--- config.mk ---
export PLATFORM = sky130hd
export DESIGN_NAME = multicore_launch_ctrl
export DESIGN_NICKNAME = d
export VERILOG_FILES = /design/src/rtl/multicore_pkg.sv /design/src/rtl/core_finish_tracker.sv /design/src/rtl/multicore_launch_ctrl.sv
export SDC_FILE = /design/constraint.sdc
export NUM_CORES = 1
export LEC_CHECK = 0
export CORE_UTILIZATION = 45
export CTS_CLUSTER_DIAMETER = 120
export DETAILED_ROUTE_END_ITERATION = 10
export PLACE_DENSITY = 0.78
export SYNTH_ARGS = -nofsm -noshare
export SYNTH_HDL_FRONTEND = slang
export SYNTH_SLANG_ARGS = --single-unit
--- constraint.sdc ---
create_clock -name clk -period 5.3 [get_ports clk]
set_input_delay 1.06 -clock clk [delete_from_list [all_inputs] [get_ports clk]]
set_output_delay 1.06 -clock clk [all_outputs]
set_load 0.01 [all_outputs]
--- src/rtl/multicore_pkg.sv ---
// Shared constants for the multi-core launch controller: core status codes,
// FSM state encoding and the default core count.
package multicore_pkg;

    localparam int NCORES_DEF = 4;

    localparam logic [1:0] ST_OFF = 2'b00;
    localparam logic [1:0] ST_RUN = 2'b01;

    localparam logic [1:0] S_IDLE = 2'd0;
    localparam logic [1:0] S_RUN  = 2'd1;
    localparam logic [1:0] S_DONE = 2'd2;

endpackage

--- src/rtl/core_finish_tracker.sv ---
// Per-core sticky finish flag plus the run cycle at which the core first finished.
// Registered outputs; clear has priority and resets the slot for a new run.
module core_finish_tracker #(
    parameter int CW = 16
) (
    input  logic          clk,
    input  logic          reset_n,
    input  logic          mask_i,
    input  logic          end_process_i,
    input  logic          run_active_i,
    input  logic          clear_i,
    input  logic [CW-1:0] cycle_count_i,
    output logic          finished_o,
    output logic [CW-1:0] cycle_o
);

    logic          fin_q, fin_d;
    logic [CW-1:0] cyc_q, cyc_d;

    always_comb begin
        fin_d = fin_q;
        cyc_d = cyc_q;
        if (clear_i) begin
            fin_d = 1'b0;
            cyc_d = '0;
        end else if (run_active_i && mask_i && end_process_i && !fin_q) begin
            // First finish only; later edges leave the captured cycle alone.
            fin_d = 1'b1;
            cyc_d = cycle_count_i;
        end
    end

    always_ff @(posedge clk or negedge reset_n) begin
        if (!reset_n) begin
            fin_q <= 1'b0;
            cyc_q <= '0;
        end else begin
            fin_q <= fin_d;
            cyc_q <= cyc_d;
        end
    end

    assign finished_o = fin_q;
    assign cycle_o    = cyc_q;

endmodule

--- src/rtl/multicore_launch_ctrl.sv ---
// Launches a masked set of cores, waits for their end_process flags and reports
// done / timeout / abort with per-core and total run cycle counts.
module multicore_launch_ctrl
    import multicore_pkg::*;
#(
    parameter int NCORES  = NCORES_DEF,
    parameter int CW      = 16,
    parameter int TIMEOUT = 0
) (
    input  logic                 clk,
    input  logic                 reset_n,
    input  logic                 start,
    input  logic [NCORES-1:0]    core_mask,
    input  logic                 abort,
    input  logic [NCORES-1:0]    end_process,
    output logic [2*NCORES-1:0]  status,
    output logic                 busy,
    output logic                 done,
    output logic                 timeout_err,
    output logic [NCORES-1:0]    finished_mask,
    output logic [CW-1:0]        cycle_count,
    output logic [NCORES*CW-1:0] core_cycles
);

    localparam logic [CW-1:0] TO_LAST = CW'(TIMEOUT - 1);

    logic [1:0]        state_q, state_d;
    logic [NCORES-1:0] mask_q, mask_d;
    logic [CW-1:0]     cnt_q, cnt_d;
    logic              to_err_q, to_err_d;

    logic [NCORES-1:0] fin;
    logic [NCORES-1:0] fin_now;
    logic              launch;
    logic              run_active;
    logic              all_fin;
    logic              timeout_hit;

    assign launch      = (state_q == S_IDLE) && start && (|core_mask);
    assign run_active  = (state_q == S_RUN) && !abort;
    assign fin_now     = fin | (mask_q & end_process);
    assign all_fin     = &(fin_now | ~mask_q);
    assign timeout_hit = (TIMEOUT != 0) && (cnt_q == TO_LAST);

    always_ff @(posedge clk or negedge reset_n) begin
        if (!reset_n) begin
            state_q <= S_IDLE;
        end else begin
            state_q <= state_d;
        end
    end

    always_comb begin
        state_d = state_q;
        case (state_q)
            S_IDLE: if (launch) state_d = S_RUN;
            S_RUN: begin
                if (abort) begin
                    state_d = S_IDLE;
                end else if (all_fin || timeout_hit) begin
                    state_d = S_DONE;
                end
            end
            S_DONE:  state_d = S_IDLE;
            default: state_d = S_IDLE;
        endcase
    end

    always_comb begin
        busy   = (state_q == S_RUN) || (state_q == S_DONE);
        done   = (state_q == S_DONE);
        status = '0;
        if (state_q == S_RUN) begin
            for (int i = 0; i < NCORES; i++) begin
                status[2*i +: 2] = mask_q[i] ? ST_RUN : ST_OFF;
            end
        end
    end

    // Abort freezes the counter on its edge, so the reported count excludes it.
    always_comb begin
        mask_d   = mask_q;
        cnt_d    = cnt_q;
        to_err_d = to_err_q;
        if (launch) begin
            mask_d   = core_mask;
            cnt_d    = '0;
            to_err_d = 1'b0;
        end else if (run_active) begin
            cnt_d = (cnt_q == {CW{1'b1}}) ? cnt_q : cnt_q + CW'(1);
            if (timeout_hit && !all_fin) begin
                to_err_d = 1'b1;
            end
        end
    end

    always_ff @(posedge clk or negedge reset_n) begin
        if (!reset_n) begin
            mask_q   <= '0;
            cnt_q    <= '0;
            to_err_q <= 1'b0;
        end else begin
            mask_q   <= mask_d;
            cnt_q    <= cnt_d;
            to_err_q <= to_err_d;
        end
    end

    for (genvar i = 0; i < NCORES; i++) begin : g_core
        core_finish_tracker #(.CW(CW)) u_trk (
            .clk           (clk),
            .reset_n       (reset_n),
            .mask_i        (mask_q[i]),
            .end_process_i (end_process[i]),
            .run_active_i  (run_active),
            .clear_i       (launch),
            .cycle_count_i (cnt_q),
            .finished_o    (fin[i]),
            .cycle_o       (core_cycles[CW*i +: CW])
        );
    end

    assign finished_mask = fin;
    assign cycle_count   = cnt_q;
    assign timeout_err   = to_err_q;

endmodule

After elaboration in Yosys (flattened, before gate mapping)
Cells that the tools add are included.

word-level totals
  input port bits = 12
  bits in registers = 90
  output and inout port bits = 95

operators by class
  bitwise logic cells = 4
  reduce and logical (&&, ||, !) cells = 31
  eq/ne operators = 6
  muxes and demuxes = 28
  add/sub/neg operators = 1

operator list
  operator                                               number
  2-to-1 mux 16 bit                                      11
  adder 16 x 1 -> 16 bit, second input constant          1
  == test 16 bit, second input constant                  1
  logical AND 1 bit                                      15
  2-to-1 mux 1 bit                                       12
  nonzero test 2 bit                                     5
  OR 4 bit                                               2
  2-to-1 mux 7 bit                                       1
  2-to-1 mux 2 bit                                       3
  logical NOT 1 bit                                      5
  AND 4 bit                                              1
  inequality test 2 x 1 -> 1 bit, second input constant  2
  NOT 4 bit                                              1
  one-hot mux 2 bit (2 select lines)                     1
  AND reduction 2 bit                                    2
  AND reduction 4 bit                                    1
  OR reduction 4 bit                                     1
  inequality test 3 bit, second input constant           1
  == test 2 x 1 -> 1 bit, second input constant          1
  == test 2 bit, second input constant                   1
  logical NOT 2 bit                                      1
  logical OR 1 bit                                       1

Logic depth before layout (Yosys ltp)
Gate-level depths: netlist of run 1.

  depth after elaboration = 7
  mapped depth = 8
  gate-level depth less buffers = 6

Cells and area by module
A second synthesis of run 1 with hierarchy kept.

unflattened totals
  cell total of the unflattened synthesis = 310
  area total of the unflattened synthesis = 3997.6 um2

by module, submodules not included
  module                 cells each  times used  seq. area each (um2)  area each (um2)
  core_finish_tracker    40          4           425.4                 665.6
  multicore_launch_ctrl  150         1           550.5                 1335.0

Worst setup path before layout of run 1
Ideal clock, no wire load.

  kind = input-to-reg
  start = input port abort
  end = register cnt_q[15], in the netlist cycle_count[15]
  setup time = 0.077 ns
  buffers on the path = 2
  data required time = 5.223 ns
  arrival = 2.337 ns
  path slack = 2.886 ns
  stages = 6
  cell sequence = nand2b_2 > buf_6 > or2_4 > buf_6 > or4_1 > a21oi_1

on the way
  cells in the longest elaborated chain, start to end = 4

RTL lines
  element                        line                          source
  from (decl)                    multicore_launch_ctrl.sv:14   input logic abort,
  logical NOT 1 bit              multicore_launch_ctrl.sv:40   assign run_active = (state_q == S_RUN) && !abort;
  logical AND 1 bit              multicore_launch_ctrl.sv:40
  nonzero test 2 bit (no line)   --
  AND reduction 2 bit (no line)  --
  to (signal assigned)           multicore_launch_ctrl.sv:104  cnt_q <= cnt_d;
  to (decl)                      multicore_launch_ctrl.sv:29   logic [CW-1:0] cnt_q, cnt_d;

No other way between the ends.
A chain may end at the register's enable or synchronous reset.

Worst setup path after layout of run 1
  start = input port start
  end = register g_core[0].u_trk.cyc_q[11]

on the way
  cells in the longest elaborated chain, start to end = 3

RTL lines
  element                                                         line                         source
  from (decl)                                                     multicore_launch_ctrl.sv:12  input logic start,
  logical AND 1 bit * (2 in a row)                                multicore_launch_ctrl.sv:39  assign launch = (state_q == S_IDLE) && start && (|core_mask);
  2-to-1 mux 16 bit / nonzero test 2 bit (equally long branches)  --
  to (signal assigned)                                            core_finish_tracker.sv:39    cyc_q <= cyc_d;
  to (decl)                                                       core_finish_tracker.sv:18    logic [CW-1:0] cyc_q, cyc_d;

Every way passes the cells marked *; elsewhere a longest branch is shown, timed or not.

==> metrics.md, run 1 <==
| Metric | Value |
|---|---|
| Status | finished, violations left |
| Failing checks | DRC |
| 1st-iter DRT viols | 313 |
| GRT Overall Usage | 22.4% |
| Worst-Skew Late Latency | 0.36 ns |
| Worst Clk Skew | 0.00632 ns |
| Worst setup SP type | primary input |
| H-tree depth | 3 |
| Required @ worst endpoint | 5.53 ns |
| DIE AREA | 9600 µm² |
| ANT cells | 0 |
| Min Tclk post-route | 2.99 ns |
| Worst Path Arrival | 3.22 ns |
| 1st-pass router iterations | 8 |
| Initial antenna violation count | 0 |
| First-pass GRT wire length | 16.8 mm |
| CP max FO | 55 |
| CTS tree | built |
| Final Worst Setup Slack | 2.31 ns |
| Sequential share of the synthesized area | 54.3% |
| Max clock buf depth | 2 |
| Hold Crit Start | g_core[2].u_trk.cycle_o[15] |
| Post-place setup slack | 1.93 ns |
| Largest net degree at the start of global routing | 91 |
| Start point of the critical path | start |
| Most common cell after layout, fill and taps aside | nand2_1 |
| Hold WC Path Type | reg2reg |
| Grt ovf | 0 |
| Nets | 554 |
| Die Ht | 98.0 µm |
| Core ar. | 8810 µm² |
| CP Capture Type | register |
| Slew Limit Fails | 0 |
| Initial Utilization | 47.1% |
| Final core utilization | 60.1% |
| Slew headroom | 25.3% |
| Post-Syn Area | 4150 µm² |
| Syn Area/Cell | 8.90 µm² |
| DRT antenna net count | 0 |
| Final Hold Fails | 0 |
| Peak supply drop | 0.281 mV |
| Crit share post-route | 56.4% |
| Resize count post-CTS | 0 |
| Root Driver | clkbuf_8 |
| Synthesis-stage register bit count | 90 |
| Post-DP HPWL | 7.06 mm |
| Cells after synthesis | 466 |
| # IOs | 107 |
| Total Wirelength | 10.5 mm |
| Proportion of layout cells with a drive suffix above 1 | 7.56% |
| DR vias/cell | 5.51 |
| Fmax | 334 MHz |
| Top cell type's share of synthesized area | 54.3% |
| Num CTS Buffers | 9 |
| Die width | 98.0 µm |
| DR vias | 3580 |
| Final Wtd Congestion | 0.819 |
| Power Dens Cells | 322 nW/µm² |
| Post-CTS setup buffer count | 0 |
| Rows | 34 |
| Largest cells by area after synthesis | dfrtp_1 54%, nand2_1 14%, a21oi_1 9.8% |
| Sink Count | 90 |
| Cts hold-fix bufs | 0 |
| Final setup violation count | 0 |
| Yosys warning count | 0 |
| Vias in the first global route | 3303 |
| Clk slew on worst S/H paths | 0.09 ns |
| DRC | 5 |
| Worst Tran Pin Value | 1.12 ns |
| Setup TNS | 0 ns |
| Area growth from synthesis to layout | 27.6% |
| Max cap viols | 0 |
| RSZ-0062 raised after global routing | false |
| Distinct cells, synth | 42 |
| Lkg Pwr | 2.12 nW |
| Largest area contributor in the netlist | dfrtp_1 |
| Setup Crit Path Kind | in2reg |
| Reg2reg start | state_q[1] |
| Most frequent cells in the layout | 151 x nand2_1, 100 x clkdlybuf4s50_1, 90 x dfrtp_1 |
| Routed wire per std cell | 16.1 µm |
| IO Port Bufs | 101 |
-- stage by stage --
step	cell area (µm²)	hold slack [ns]	total power (W)	instances
after floorplan	4160	0.495	0.00108	470
after global placement	5090	0.509	0.00123	634
after detailed placement	5090	0.517	0.00124	634
after CTS	5290	0.529	0.00171	650
after global routing	5290	0.557	0.00179	650
final	5290	0.525	0.00170	650
-- worst paths after layout --
path	cells after the start	slack [ns]	to
setup / recovery	5	2.31	g_core[0].u_trk.cycle_o[11]
hold / removal	2	0.53	g_core[2].u_trk.cycle_o[15]
setup reg to reg	6	2.70	g_core[0].u_trk.cycle_o[11]
hold reg to reg	2	0.53	g_core[2].u_trk.cycle_o[15]
max in group asynchronous	1	3.68	g_core[0].u_trk.cycle_o[15]
min in group asynchronous	1	0.91	g_core[0].u_trk.cycle_o[6]
-- cell type report --
| class | instances | area, µm² |
|---|---|---|
| flip-flops and latches | 90 | 2250 |
| inverters | 6 | 22.5 |
| clock inverters | 6 | 66.3 |
| fillers | 767 | 3520 |
| repair buffers | 102 | 1020 |
| clock buffers | 10 | 138 |
| multi-input cells | 328 | 1660 |
| well taps | 108 | 135 |
-- cell usage after synthesis --
cell,count
a2111oi_0,1
a211oi_1,2
a21oi_1,81
a2bb2oi_1,1
a31oi_1,4
a41oi_1,1
and2_0,1
and2_1,1
and2_2,4
and2b_2,1
and4_1,2
and4b_2,1
buf_1,1
buf_2,19
buf_4,9
buf_6,2
clkbuf_1,14
clkbuf_2,1
conb_1,1
dfrtp_1,90
ha_1,5
inv_1,6
mux2_2,1
nand2_1,151
nand2b_2,1
nand3_1,5
nand3b_1,1
nand4_1,2
nand4_2,1
nor2_1,7
nor3_1,6
nor3b_1,4
nor4_1,2
nor4_2,1
o211ai_1,2
o21ai_0,8
o31ai_1,7
or2_4,1
or3_1,4
or3_2,6
or3_4,1
or4_1,7
-- power by group --
group	switching [W]	internal [W]	total (W)
registers	0.0000707	0.000737	0.000808
clock network	0.000250	0.000231	0.000481
logic	0.000242	0.000173	0.000416
-- routing by layer --
layer  vias up  track usage (%)  routed length [µm]  part of all wire (%)
met5         -                0                   0                     0
met4         0             7.23                 147                   1.4
met3        14             4.94                 806                   7.7
met2       159             35.6                5060                    48
met1      1713             30.5                4470                    43
li1       1694                -                   -                     -
-- sequential cells by signal, indices dropped and copies added (netlist names) --
register and cells:
cycle_count 16, g_core.u_trk.cycle_o 64, g_core.u_trk.finished_o 4, mask_q 4
state_q 2
-- logic make-up after synthesis --
family / count (synthesis) / synth area share, %
compound gates: 107 / 14.0
fa+ha+maj: 5 / 1.51
buf+inv: 52 / 6.49
flops: 90 / 54.3
mux: 1 / 0.272
other cells: 1 / 0.0905
simple gates: 210 / 23.3
-- worst max-delay path: stages --
cell             delay, ns
clkdlybuf4s50_1       0.48
and2_0                0.25
and2_2                0.85
buf_4                 0.46
a21oi_1               0.09
No activity file was read; power rests on OpenSTA's default activity.
==> inputs of run 2 (changes only) <==
Settings changed: CORE_UTILIZATION 45 to 44, PLACE_DENSITY 0.78 to 0.79.
Clock period 5.3 ns to 2.5 ns, I/O delays scaled along.
==> run 2 against run 1 <==
Compared with the run above:
- the run now ends clean
- hold slack worse by 0.44 ns
- count of clock-buffer cells in the layout down 1
- non-clock buffer count up 17
- sequential share of layout area down 1.2 points
- total power up 120%
==> metrics.md, run 2 (synthesis gave the netlist of run 1 again) <==
| Metric | Value |
|---|---|
| Status | finished, final reports clean |
| Crit-path cells | inv_1 -> ha_1 -> and2_2 -> clkdlybuf4s50_1 |
| IO Port Bufs | 101 |
| Final core utilization | 59.2% |
| Crit path depth | 4 |
| Reg2reg path depth | 5 |
| 1st-pass router iterations | 4 |
| Most common cell after layout, fill and taps aside | nand2_1 |
| Final Wtd Congestion | 0.825 |
| Area growth from synthesis to layout | 31.4% |
| Slew headroom | 51.3% |
| DRC | 0 |
| Power Dens Cells | 688 nW/µm² |
| Rows | 35 |
| Slew Limit Fails | 0 |
| Resize count post-CTS | 0 |
| Hold WC Path Type | in2async |
| Nets | 571 |
| Setup TNS | 0 ns |
| Switch share | 32.4% |
| CP max FO | 7 |
| RSZ-0062 raised after global routing | false |
| CP top delay family | buffers and inverters |
| Die width | 99.1 µm |
| Vias in the first global route | 3574 |
| Proportion of layout cells with a drive suffix above 1 | 10.2% |
| Peak supply drop | 0.534 mV |
| DRT antenna net count | 0 |
| Initial Utilization | 45.1% |
| Die Ht | 99.1 µm |
| Bufs and invs on worst path | 2 |
| Grt ovf | 0 |
| Min Tclk post-route | 2.37 ns |
| Required @ worst endpoint | 2.00 ns |
| DIE AREA | 9810 µm² |
| Start point of the critical path | state_q[1] |
| Comb pwr share | 25.5% |
| Total power | 0.00375 W |
| R2R Path End | cycle_count[1] |
| Lkg Pwr | 2.22 nW |
| Total Wirelength | 11.0 mm |
| Busiest grt layer | met2 |
| Met1 Track Usage GR | 31.1% |
| Crit-path max cell delay | 0.53 ns |
| Post-DP HPWL | 7.68 mm |
| FILL cells | 834 |
| Max cap viols | 0 |
| Final setup violation count | 0 |
| Worst Tran Pin Value | 0.725 ns |
| First-pass GRT wire length | 17.9 mm |
| Num CTS Buffers | 9 |
| Initial antenna violation count | 0 |
| Clk slew on worst S/H paths | 0.09 ns |
| Cts hold-fix bufs | 0 |
| Largest net degree at the start of global routing | 39 |
| CP Capture Type | output pin |
| Met2 Use GR | 38.7% |
| GRT met3 Usage | 4.18% |
| Worst Path Arrival | 1.87 ns |
| Sink Count | 90 |
| DR vias | 3671 |
| Root Driver | clkbuf_8 |
| Slowest CP cell | clkdlybuf4s50_1 |
| 1st-iter DRT viols | 206 |
| Fmax | 422 MHz |
| Max reg flops | 64 |
| CTS tree | built |
| DR vias/cell | 5.49 |
| Worst-Skew Late Latency | 0.37 ns |
| Final Hold Fails | 0 |
| Post-CTS setup buffer count | 0 |
| Multi-input gate area | 1660 µm² |
| Worst setup endpoint | status[6] |
| Worst R2R Setup Slack | 0.39 ns |
| FF/Latch Area | 2250 µm² |
| Core ar. | 9200 µm² |
| Seq pwr share | 45.3% |
| Worst setup SP type | register |
| Setup Crit Path Kind | reg2out |
| # IOs | 107 |
| ANT cells | 0 |
| Switching pwr | 0.00121 W |
| Worst Clk Skew | 0.0102 ns |
| GRT Overall Usage | 23.5% |
| Crit share post-route | 94.9% |
| Clock power share | 29.3% |
| Cell Int Power | 0.00253 W |
| Routed wire per std cell | 16.4 µm |
| Reg2reg start | cycle_count[0] |
| H-tree depth | 3 |
| Most frequent cells in the layout | 151 x nand2_1, 100 x clkdlybuf4s50_1, 90 x dfrtp_1 |
| Max clock buf depth | 2 |
[run 2: how the worst min path moves through the flow]
| stage | end | slack [ns] | from | cells past startpoint |
|---|---|---|---|---|
| after CTS | g_core[0].u_trk.cycle_o[9] | 0.1 | reset_n | 1 |
| after floorplan | cycle_count[0] | 0.20 | reset_n | 0 |
| after global placement | g_core[0].u_trk.cycle_o[9] | 0.49 | reset_n | 1 |
| after global routing | g_core[0].u_trk.cycle_o[3] | 0.12 | reset_n | 1 |
| after detailed placement | g_core[0].u_trk.cycle_o[9] | 0.50 | reset_n | 1 |
| final | g_core[0].u_trk.cycle_o[2] | 0.09 | reset_n | 1 |
[run 2: power groups by stage]
stage | sequential, W | combinational, W | clock (W)
floorplan | 0.00170 | 0.000583 | 0
global route | 0.00172 | 0.00105 | 0.00117
finish | 0.00170 | 0.000955 | 0.00110
detailed placement | 0.00172 | 0.000951 | 0
global placement | 0.00172 | 0.000934 | 0
CTS | 0.00170 | 0.000962 | 0.00111
[run 2: layer usage]
layer  wire, µm  vias to the layer above
met3        651                       10
met4        112                        0
met1       4680                     1797
met2       5530                      141
li1           -                     1723
met5          0                        -
[run 2: metrics by stage]
step | cells | hold WS (ns) | cell area, µm² | setup WS (ns)
6_report | 669 | 0.0871 | 5450 | 0.128
5_1_grt | 669 | 0.115 | 5450 | 0.0302
4_1_cts | 669 | 0.0971 | 5450 | 0.111
3_5_place_dp | 654 | 0.500 | 5230 | 0.140
3_3_place_gp | 654 | 0.493 | 5230 | 0.199
2_1_floorplan | 470 | 0.204 | 4160 | 0.553
[run 2: final cells by class]
class	instances	share of cell area (%)
Timing Repair Buffer	119	21.2
Inverter	6	0.414
Tap cell	111	2.55
Sequential cell	90	41.4
Clock inverter	6	1.68
Clock buffer	9	2.27
Multi-Input combinational cell	328	30.5
==> inputs of run 3 (changes only) <==
Settings changed: CORE_UTILIZATION 44 to 45, DONT_BUFFER_PORTS set to 1, PLACE_DENSITY 0.79 to 0.65.
==> run 3 against run 2 <==
Compared with the run above:
- routed wire length is 4.7% lower
- largest cell class unchanged
- core utilization shrank 8.9 points
- critical path depth is 2 higher
- die area fell by 2.2%
- the run now ends with DRC, hold timing left
- global-route usage down 0.88 points
- critical endpoint is now cycle_count[5]
- clock skew fell by 0.0016 ns
==> metrics.md, run 3 (synthesis gave the netlist of run 1 again) <==
| Metric | Value |
|---|---|
| Peak supply drop | 0.640 mV |
| Root Driver | clkbuf_8 |
| Area growth from synthesis to layout | 6.88% |
| Initial Utilization | 47.1% |
| Setup TNS | 0 ns |
| Vias in the first global route | 3142 |
| Clk slew on worst S/H paths | 0.09 ns |
| Slowest CP cell | or4_1 |
| Fmax | 469 MHz |
| Routed wl met2 | 5.19 mm |
| Worst Clk Skew | 0.00855 ns |
| Bufs and invs on worst path | 1 |
| Lkg Pwr | 1.88 nW |
| Final Hold Fails | 90 |
| Slew Limit Fails | 0 |
| RSZ-0062 raised after global routing | false |
| DRT antenna net count | 0 |
| Max clock buf depth | 2 |
| Crit share post-route | 85.3% |
| Rows | 34 |
| Sink Count | 90 |
| CP max FO | 14 |
| Grt ovf | 0 |
| Die width | 98.0 µm |
| Worst setup SP type | register |
| Core ar. | 8810 µm² |
| Final setup violation count | 0 |
| Placed insts | 553 |
| Min Tclk post-route | 2.13 ns |
| Hold WC Path Type | in2async |
| # IOs | 107 |
| Final Wtd Congestion | 0.809 |
| Die Ht | 98.0 µm |
| Num CTS Buffers | 9 |
| Crit path depth | 6 |
| 1st-iter DRT viols | 204 |
| Crit-path cells | inv_1 -> ha_1 -> nand2b_2 -> or2_4 -> or4_1 -> a21oi_1 |
| Most frequent cells in the layout | 151 x nand2_1, 90 x dfrtp_1, 81 x a21oi_1 |
| Total Wirelength | 10.5 mm |
| Multi-input gate area | 1660 µm² |
| CP top delay family | simple AND/OR/NAND/NOR gates |
| Routed wire per std cell | 18.4 µm |
| 1st-pass router iterations | 7 |
| DIE AREA | 9600 µm² |
| Metal-1 WL | 4.36 mm |
| Cell Int Power | 0.00227 W |
| Seq pwr share | 49.9% |
| Worst-Skew Late Latency | 0.36 ns |
| ANT cells | 0 |
| Initial antenna violation count | 0 |
| Reg2reg path depth | 6 |
| Switch share | 33.7% |
| Nets | 473 |
| Proportion of layout cells with a drive suffix above 1 | 13.0% |
| R2R Path End | cycle_count[5] |
| Final Non-Filler Cells | 569 |
| H-tree depth | 3 |
| Post-CTS setup buffer count | 0 |
| Largest net degree at the start of global routing | 91 |
| First-pass GRT wire length | 16.9 mm |
| Resize count post-CTS | 0 |
| Crit-path max cell delay | 0.50 ns |
| Max cap viols | 0 |
| Failing checks | DRC, hold timing |
| DR vias/cell | 5.60 |
| Clock power share | 29.8% |
| DR top layer | met4 |
| FF/Latch Area | 2250 µm² |
| Slew headroom | 65.3% |
| Setup Crit Path Kind | reg2reg |
| Start point of the critical path | state_q[1] |
| Met3 Wirelength | 827 µm |
| Post-DP HPWL | 7.08 mm |
| Worst Path Arrival | 2.42 ns |
| FILL cells | 861 |
| Max reg flops | 64 |
| CTS tree | built |
| Status | finished, violations left |
| Required @ worst endpoint | 2.78 ns |
| Switching pwr | 0.00116 W |
| DRC | 8 |
| IO Port Bufs | 0 |
| GRT Overall Usage | 22.6% |
| Worst R2R Setup Slack | 0.37 ns |
| DR vias | 3184 |
| Worst Tran Pin Value | 0.521 ns |
| Reg2reg start | state_q[1] |
| Power Dens Cells | 774 nW/µm² |
| Worst hold slack | -0.178 ns |
| CP Capture Type | register |
| Most common cell after layout, fill and taps aside | nand2_1 |
| Comb pwr share | 20.3% |
==> run 3: cell type report <==
cell class	instances	area share [%]
clock buffer	10	3.11
multi-input combinational	328	37.5
clock inverter	6	1.47
timing repair buffer	21	3.56
tap	108	3.05
inverter	6	0.508
sequential	90	50.8
==> run 3: stage by stage <==
step	area, µm²	util [%]	total power (W)	hold WS [ns]	setup WS (ns)
finish	4430	50.3	0.00343	-0.178	0.366
global route	4430	50.3	0.00360	-0.202	0.186
floorplan	4160	-	0.00228	0.204	0.553
CTS	4430	50.3	0.00345	-0.189	0.373
global placement	4230	48.0	0.00242	0.207	0.517
detailed placement	4230	48.0	0.00244	0.206	0.411
==> run 3: worst max path at each step <==
stage / slack [ns] / to
CTS: 0.37 / cycle_count[5]
global route: 0.19 / cycle_count[5]
finish: 0.37 / cycle_count[5]
floorplan: 0.55 / cycle_count[15]
global placement: 0.52 / cycle_count[5]
detailed placement: 0.41 / cycle_count[5]
==> run 3: power by group through the flow <==
| stage | Combinational (W) | Clock [W] | Sequential, W |
|---|---|---|---|
| after floorplan | 0.000583 | 0 | 0.00170 |
| after global placement | 0.000678 | 0 | 0.00174 |
| after detailed placement | 0.000696 | 0 | 0.00174 |
| after CTS | 0.000700 | 0.00104 | 0.00171 |
| after global routing | 0.000773 | 0.00109 | 0.00173 |
| final | 0.000696 | 0.00102 | 0.00171 |
==> run 3: worst register-to-register path: cells and delay by family, from the launching register on <==
family,cells,cell delay [ns]
AND/OR/NAND/NOR,3,1.09
flip-flops,1,0.40
adder cells (fa/ha/maj),1,0.29
AO/OA/AOI/OAI,1,0.15
buffers and inverters,1,0.12
==> run 3: metal layers <==
layer	up-vias	GRT usage (%)
met4	0	5.24
met2	81	38.2
met1	1566	27.6
met5	-	0
met3	7	8.02
li1	1530	-
